File: config.mk
export PLATFORM = sky130hd
export DESIGN_NAME = tff_bank
export DESIGN_NICKNAME = d
export VERILOG_FILES = /design/src/rtl/tff_pkg.sv /design/src/rtl/tff_cell.sv /design/src/rtl/tff_bank.sv
export SDC_FILE = /design/constraint.sdc
export NUM_CORES = 1
export LEC_CHECK = 0
export ABC_AREA = 1
export ABC_CLOCK_PERIOD_IN_PS = 2800
export CAP_MARGIN = 5
export CORE_MARGIN = 2
export CORE_UTILIZATION = 53
export CTS_CLUSTER_DIAMETER = 60
export DETAILED_ROUTE_END_ITERATION = 12
export MAX_ROUTING_LAYER = met4
export PLACE_DENSITY = 0.88
export SYNTH_ARGS = -nofsm -noshare
export SYNTH_HDL_FRONTEND = slang
export SYNTH_SLANG_ARGS = --single-unit
File: constraint.sdc
create_clock -name clk -period 2.8 [get_ports clk]
set_input_delay 0.56 -clock clk [delete_from_list [all_inputs] [get_ports clk]]
set_output_delay 0.56 -clock clk [all_outputs]
set_load 0.01 [all_outputs]
File: src/rtl/tff_pkg.sv
// Shared types for the flip-flop bank: per-channel operating modes.
package tff_pkg;

    // Channel operating mode, selected at runtime for the whole bank.
    typedef enum logic [1:0] {
        TFF_T    = 2'b00,
        TFF_JK   = 2'b01,
        TFF_D    = 2'b10,
        TFF_HOLD = 2'b11
    } tff_mode_e;

endpackage

File: src/rtl/tff_cell.sv
// One flip-flop channel: state bit, one-cycle change strobe and a
// saturating count of mode-driven changes.
module tff_cell
    import tff_pkg::*;
#(
    parameter int   CNT_W     = 4,
    parameter logic RESET_BIT = 1'b0
) (
    input  logic             clk,
    input  logic             reset,
    input  logic             clear,
    input  logic             load,
    input  logic             load_bit,
    input  logic             en,
    input  tff_mode_e        mode,
    input  logic             a,
    input  logic             b,
    output logic             q,
    output logic             toggled,
    output logic [CNT_W-1:0] cnt
);

    logic op_q;
    logic changed;
    logic sat;

    // Next state the selected mode would produce; only used when en is high.
    always_comb begin
        op_q = q;
        case (mode)
            TFF_T:    op_q = q ^ a;
            TFF_JK: begin
                case ({a, b})
                    2'b00:   op_q = q;
                    2'b10:   op_q = 1'b1;
                    2'b01:   op_q = 1'b0;
                    default: op_q = ~q;
                endcase
            end
            TFF_D:    op_q = a;
            default:  op_q = q;
        endcase
    end

    assign changed = (op_q != q);
    assign sat     = &cnt;

    // State update with priority clear > load > enabled mode op > hold.
    // Loads and clears never raise the strobe or bump the counter.
    always_ff @(posedge clk or posedge reset) begin
        if (reset) begin
            q       <= RESET_BIT;
            toggled <= 1'b0;
            cnt     <= '0;
        end else if (clear) begin
            q       <= RESET_BIT;
            toggled <= 1'b0;
            cnt     <= '0;
        end else if (load) begin
            q       <= load_bit;
            toggled <= 1'b0;
        end else if (en) begin
            q       <= op_q;
            toggled <= changed;
            if (changed && !sat) begin
                cnt <= cnt + CNT_W'(1);
            end
        end else begin
            toggled <= 1'b0;
        end
    end

endmodule

File: src/rtl/tff_bank.sv
// Multi-channel flip-flop bank: WIDTH independent cells sharing mode,
// enable, clear and load, with packed counters and bank parity.
module tff_bank
    import tff_pkg::*;
#(
    parameter int               WIDTH     = 8,
    parameter int               CNT_W     = 4,
    parameter logic [WIDTH-1:0] RESET_VAL = '0
) (
    input  logic                   clk,
    input  logic                   reset,
    input  logic                   clear,
    input  logic                   load,
    input  logic [WIDTH-1:0]       load_val,
    input  logic                   en,
    input  tff_mode_e              mode,
    input  logic [WIDTH-1:0]       data_a,
    input  logic [WIDTH-1:0]       data_b,
    output logic [WIDTH-1:0]       q,
    output logic [WIDTH-1:0]       qn,
    output logic [WIDTH-1:0]       toggled,
    output logic [WIDTH*CNT_W-1:0] toggle_cnt,
    output logic [WIDTH-1:0]       cnt_sat,
    output logic                   parity
);

    for (genvar i = 0; i < WIDTH; i++) begin : g_ch
        logic [CNT_W-1:0] ch_cnt;

        tff_cell #(
            .CNT_W     (CNT_W),
            .RESET_BIT (RESET_VAL[i])
        ) u_cell (
            .clk      (clk),
            .reset    (reset),
            .clear    (clear),
            .load     (load),
            .load_bit (load_val[i]),
            .en       (en),
            .mode     (mode),
            .a        (data_a[i]),
            .b        (data_b[i]),
            .q        (q[i]),
            .toggled  (toggled[i]),
            .cnt      (ch_cnt)
        );

        assign toggle_cnt[i*CNT_W +: CNT_W] = ch_cnt;
        assign cnt_sat[i]                   = &ch_cnt;
    end

    assign qn     = ~q;
    assign parity = ^q;

endmodule

# Word level (Yosys, flattened, before mapping)
# Index checks and enable logic that the tools add are counted.
[word_totals] elab_cells=224 input_bits=31 register_bits=48 out_inout_bits=65
[op_classes] n_bitwise=17 mux=96 n_addsub=8 reduce_logical=52 eq_ne=27
[ops] cell="two-way mux 4 bit" count=32
[ops] cell="two-way mux 1 bit" count=48
[ops] cell="one-hot mux 1 bit (3 select lines)" count=16
[ops] cell="adder 4 x 1 -> 4 bit (second input constant)" count=8
[ops] cell="AND reduction 4 bit" count=8
[ops] cell="AND reduction 3 bit" count=8
[ops] cell="equality test 2 x 1 -> 1 bit (second input constant)" count=9
[ops] cell="equality test 2 bit (second input constant)" count=9
[ops] cell="zero test 2 bit" count=9
[ops] cell="nonzero test 2 bit" count=9
[ops] cell="logical AND 1 bit" count=8
[ops] cell="zero test 1 bit" count=8
[ops] cell="!= test 1 bit" count=8
[ops] cell="NOT 1 bit" count=8
[ops] cell="NOT 8 bit" count=1
[ops] cell="parity 8 bit" count=1
[ops] cell="XOR 1 bit" count=8
[ops] cell="nonzero test 3 bit" count=1
[ops] cell="!= test 2 bit (second input constant)" count=1

# Depth between registers and ports, before layout
[depth] word_depth=9 depth_mapped=10 mapped_depth_nobuf=10

# By module
# Synthesis repeated with hierarchy kept, for this count alone.
[hier_totals] cells_unflattened=475 hier_area_um2=3299.4
[modules_own_cells] mod="tff_cell" area_per_inst_um2=380.4 cells_each=51 seq_area_each_um2=150.1 n_inst=8
[modules_own_cells] mod="tff_bank" area_per_inst_um2=256.5 cells_each=67 seq_area_each_um2=0.0 n_inst=1

# Least setup slack after synthesis
# Ideal clock, no wire load.
[synth_path] path_type="reg2out" start="reg g_ch[7].u_cell.cnt[0]" end="out cnt_sat[7]" t_arrival_ns=1.028 stages_incl_launch_ff=7 path_buffers=1 slack_ns=1.212 required_time_ns=2.240 cell_sequence="dfrtp_1 ha_1 nand2_1 inv_1 nand2_1 inv_1 buf_4"
[synth_via] elab_chain_len=1
[synth_lines] item="from (decl)" line_no="tff_cell.sv:20" text="output logic [CNT_W-1:0] cnt"
[synth_lines] item="from (signal assigned)" line_no="tff_cell.sv:66" text="cnt <= cnt + CNT_W'(1);"
[synth_lines] item="AND reduction 4 bit"
[synth_lines] item="to (decl)" line_no="tff_bank.sv:23" text="output logic [WIDTH-1:0] cnt_sat,"
# Every way passes these cells.

# Worst setup path in the final report
[layout_path] start="reg g_ch[5].u_cell.q" end="out parity"
[layout_via] elab_chain_len=1
[layout_lines] item="from (decl)" line_no="tff_cell.sv:18" text="output logic q,"
[layout_lines] item="from (signal assigned)" line_no="tff_cell.sv:60" text="q <= load_bit;"
[layout_lines] item="from (signal assigned)" line_no="tff_cell.sv:63" text="q <= op_q;"
[layout_lines] item="parity 8 bit" line_no="tff_bank.sv:53" text="assign parity = ^q;"
[layout_lines] item="to (decl)" line_no="tff_bank.sv:24" text="output logic parity"
# Every way passes these cells.

==> results_dict.tcl <==
set metrics [dict create \
    avgSynthCellArea_sq_um 7.510 \
    vias 3253 \
    timing.max_cap.violations 0 \
    ant_nets 0 \
    crit_buf_inv 1 \
    dp_hpwl_um 6613 \
    fin_crit_sh_pct 88.69 \
    drive_gt1_share_pct 15.20 \
    cts_root_buffer "clkbuf_8" \
    synth-edff-count 0 \
    layout_min_cycle_time_ns 2.483 \
    ys_warn_count 0 \
    cts_tree "built" \
    max_stage_delay_ns 0.55 \
    drt-initial-drc-count 243 \
    arrival_ns 1.92 \
    path_class "reg -> out" \
    wirelength_um 8572 \
    cts_sinks 48 \
    grt_max_degree 41 \
    clk_pin_slew_ns 0.08 \
    diodes 0 \
    grt_first_pass_wirelength_um 14880 \
    drt_first_pass_iters 5 \
    setup_violations 0 \
    yosysTopAreaCellShare_pct 34.47 \
    clk_latency_ns 0.31 \
    drv_slew 0 \
    cts-htree-levels 2 \
    die_area_sq_um 7239 \
    hp-class "reg -> reg" \
    cp-start-kind "flip-flop" \
    vdd_ir_drop_max_v 0.0003243 \
    hold_viol_final 0 \
    status "completed" \
    end_kind "output port" \
    gp_congestion 0.8740 \
    yosys-top-cells-area "dfrtp_1 (34%), nand2_1 (14%), nand3_1 (6.9%), buf_4 (5.2%), nand3_2 (4.6%)" \
    area_growth_pct 27.18 \
    core-area_sq_um 6350 \
    synth_area_sq_um 3485 \
    yosysSeqAreaShare_pct 34.47 \
    ys_ff_latch 48 \
    start_util_pct 54.88 \
    synth_top_area_cell "dfrtp_1" \
    final_cells 610 \
    tns_ns 0 \
    synthDistinctLibCells 25 \
    cp_data_required_time_ns 2.24 \
    report.power.total_mw 2.057 \
    grt_antenna_before_repair 0 \
    slew_headroom_pct 50.75 \
    timing.fmax_mhz 402.7 \
    leakage_nw 2.169 \
    post_cts_buffers 0 \
    grt_pass1_vias 3239 \
    grt.overflow.total 0 \
    fillCellCount 481 \
    worst-path-max-fanout 6 \
    track_usage_pct 25.85 \
    ys_async_sr_fraction_pct 100.0 \
    fp.dieW_um 85.09 \
    synth_most_common_cell "nand2_1" \
    crit_chain "xor2_1, xnor2_1, xnor2_1, clkdlybuf4s50_1" \
    worst_pin_slew_ns 0.7377 \
    crit_top_cell "xnor2_1" \
    die_y_um 85.09 \
    critPathTopFamily "buffers and inverters" \
    pin_count 96 \
    rsz0062_at_grt "no" \
    cts_resized 0 \
    drc 0 \
    synth_ff_type "dfrtp_1" \
    synth_commonest_cells "nand2_1 (131), dfrtp_1 (48), nand3_1 (48)" \
    port-buffer-count 95 \
    fin_nets 571 \
    rows 29 \
    clock_path_buffers 2 \
    avgViaCountPerCell 5.333 \
    synth_fp_nets 503 \
    place_inst 602 \
    syn_inst 464 \
    hold_buffers 0 \
    p_per_area_nw_per_um2 464.1 \
    wl_per_cell_um 14.05 \
    numCtsBuffers 5 \
    clock_skew_ns 0.01236 \
    critPathSlowestCell "clkdlybuf4s50_1" \
]
## cells in the final DEF (no fill, tap or decap), types with 3 or more instances in the layout
cell,n
nor2_1,41
clkdlybuf4s50_1,95
a21oi_2,8
ha_1,8
dfrtp_1,48
o21ai_0,8
nand3_4,8
o21ai_1,8
nand3_1,48
xor2_1,9
nand3_2,16
nand2_2,23
nand2_1,131
clkbuf_8,5
xnor2_1,6
buf_4,3
o2111ai_1,8
inv_2,12
nor3_1,8
inv_1,33
## per-stage QoR
stage                     setup slack, ns  hold WS [ns]  utilization [%]  area, sq um
after floorplan                     1.096        0.5788                -         3485
after global placement             0.5114        0.5425            68.10         4324
after detailed placement           0.3950        0.5632            68.10         4324
after CTS                          0.3110        0.5823            69.79         4432
after global routing               0.2035        0.6259            69.79         4432
final                              0.3166        0.5823            69.79         4432
## power breakdown
| part | switching (mW) | internal (mW) | leakage (nW) | total (mW) |
|---|---|---|---|---|
| sequential | 0.0978 | 0.762 | 0.641 | 0.859 |
| combinational | 0.358 | 0.338 | 1.47 | 0.696 |
| clock | 0.236 | 0.265 | 0.0552 | 0.501 |
## final cells by class
class                   instances  area (sq um)  share of cell area (%)
clock buffers                   6         72.57                   1.637
multi-input cells             333          1864                   42.07
inverters                      45         168.9                   3.811
well taps                      77         96.34                   2.174
clock inverters                 2         35.03                  0.7905
flip-flops and latches         48          1201                   27.10
repair buffers                 99         993.5                   22.42
## worst reg2reg max path, cell delays in order, from the launching register on
cell and delay (ns):
dfrtp_1 0.49, inv_2 0.15, nand2_1 0.10, nand3_1 0.09, nand3_2 0.10, a21oi_2 0.21, nand3_4 0.13, nand2_2 0.12
nand2_1 0.06, nand2_1 0.06
## registers in the layout (all words and copies together) (netlist names)
register and cells:
g_ch.u_cell.cnt 32, g_ch.u_cell.toggled 8, g_ch.u_cell.q 8
## path summary, 6_finish.rpt
| path | start | depth (start not counted) | slack (ns) | end |
|---|---|---|---|---|
| max | g_ch[5].u_cell.q | 4 | 0.32 | parity |
| min | g_ch[4].u_cell.cnt[3] | 2 | 0.58 | g_ch[4].u_cell.cnt[3] |
| max reg2reg | g_ch[5].u_cell.q | 9 | 1.24 | g_ch[5].u_cell.cnt[0] |
| min reg2reg | g_ch[4].u_cell.cnt[3] | 2 | 0.58 | g_ch[4].u_cell.cnt[3] |
| max in group asynchronous | reset | 3 | 1.50 | g_ch[2].u_cell.cnt[2] |
| min in group asynchronous | reset | 2 | 0.70 | g_ch[5].u_cell.cnt[2] |
## per-layer routing
metal  GRT usage (%)  vias to the layer above  part of all wire (%)
met4           8.081                        0                   1.6
met3           3.599                       14                   5.1
li1                -                     1608                     -
met1           32.00                     1521                    42
met2           43.82                      110                    51
met5               -                        -                     0
## cells by family after synthesis
group                      after synthesis  synth area share [%]
xor gates and xnor gates                15                 3.770
adders and majority gates                8                 2.873
and+or+nand+nor                        278                 40.54
buffers and inverters                   83                 12.03
DFF                                     48                 34.47
AOI/OAI and AO/OA                       32                 6.320
No activity file was read; power rests on OpenSTA's default activity.
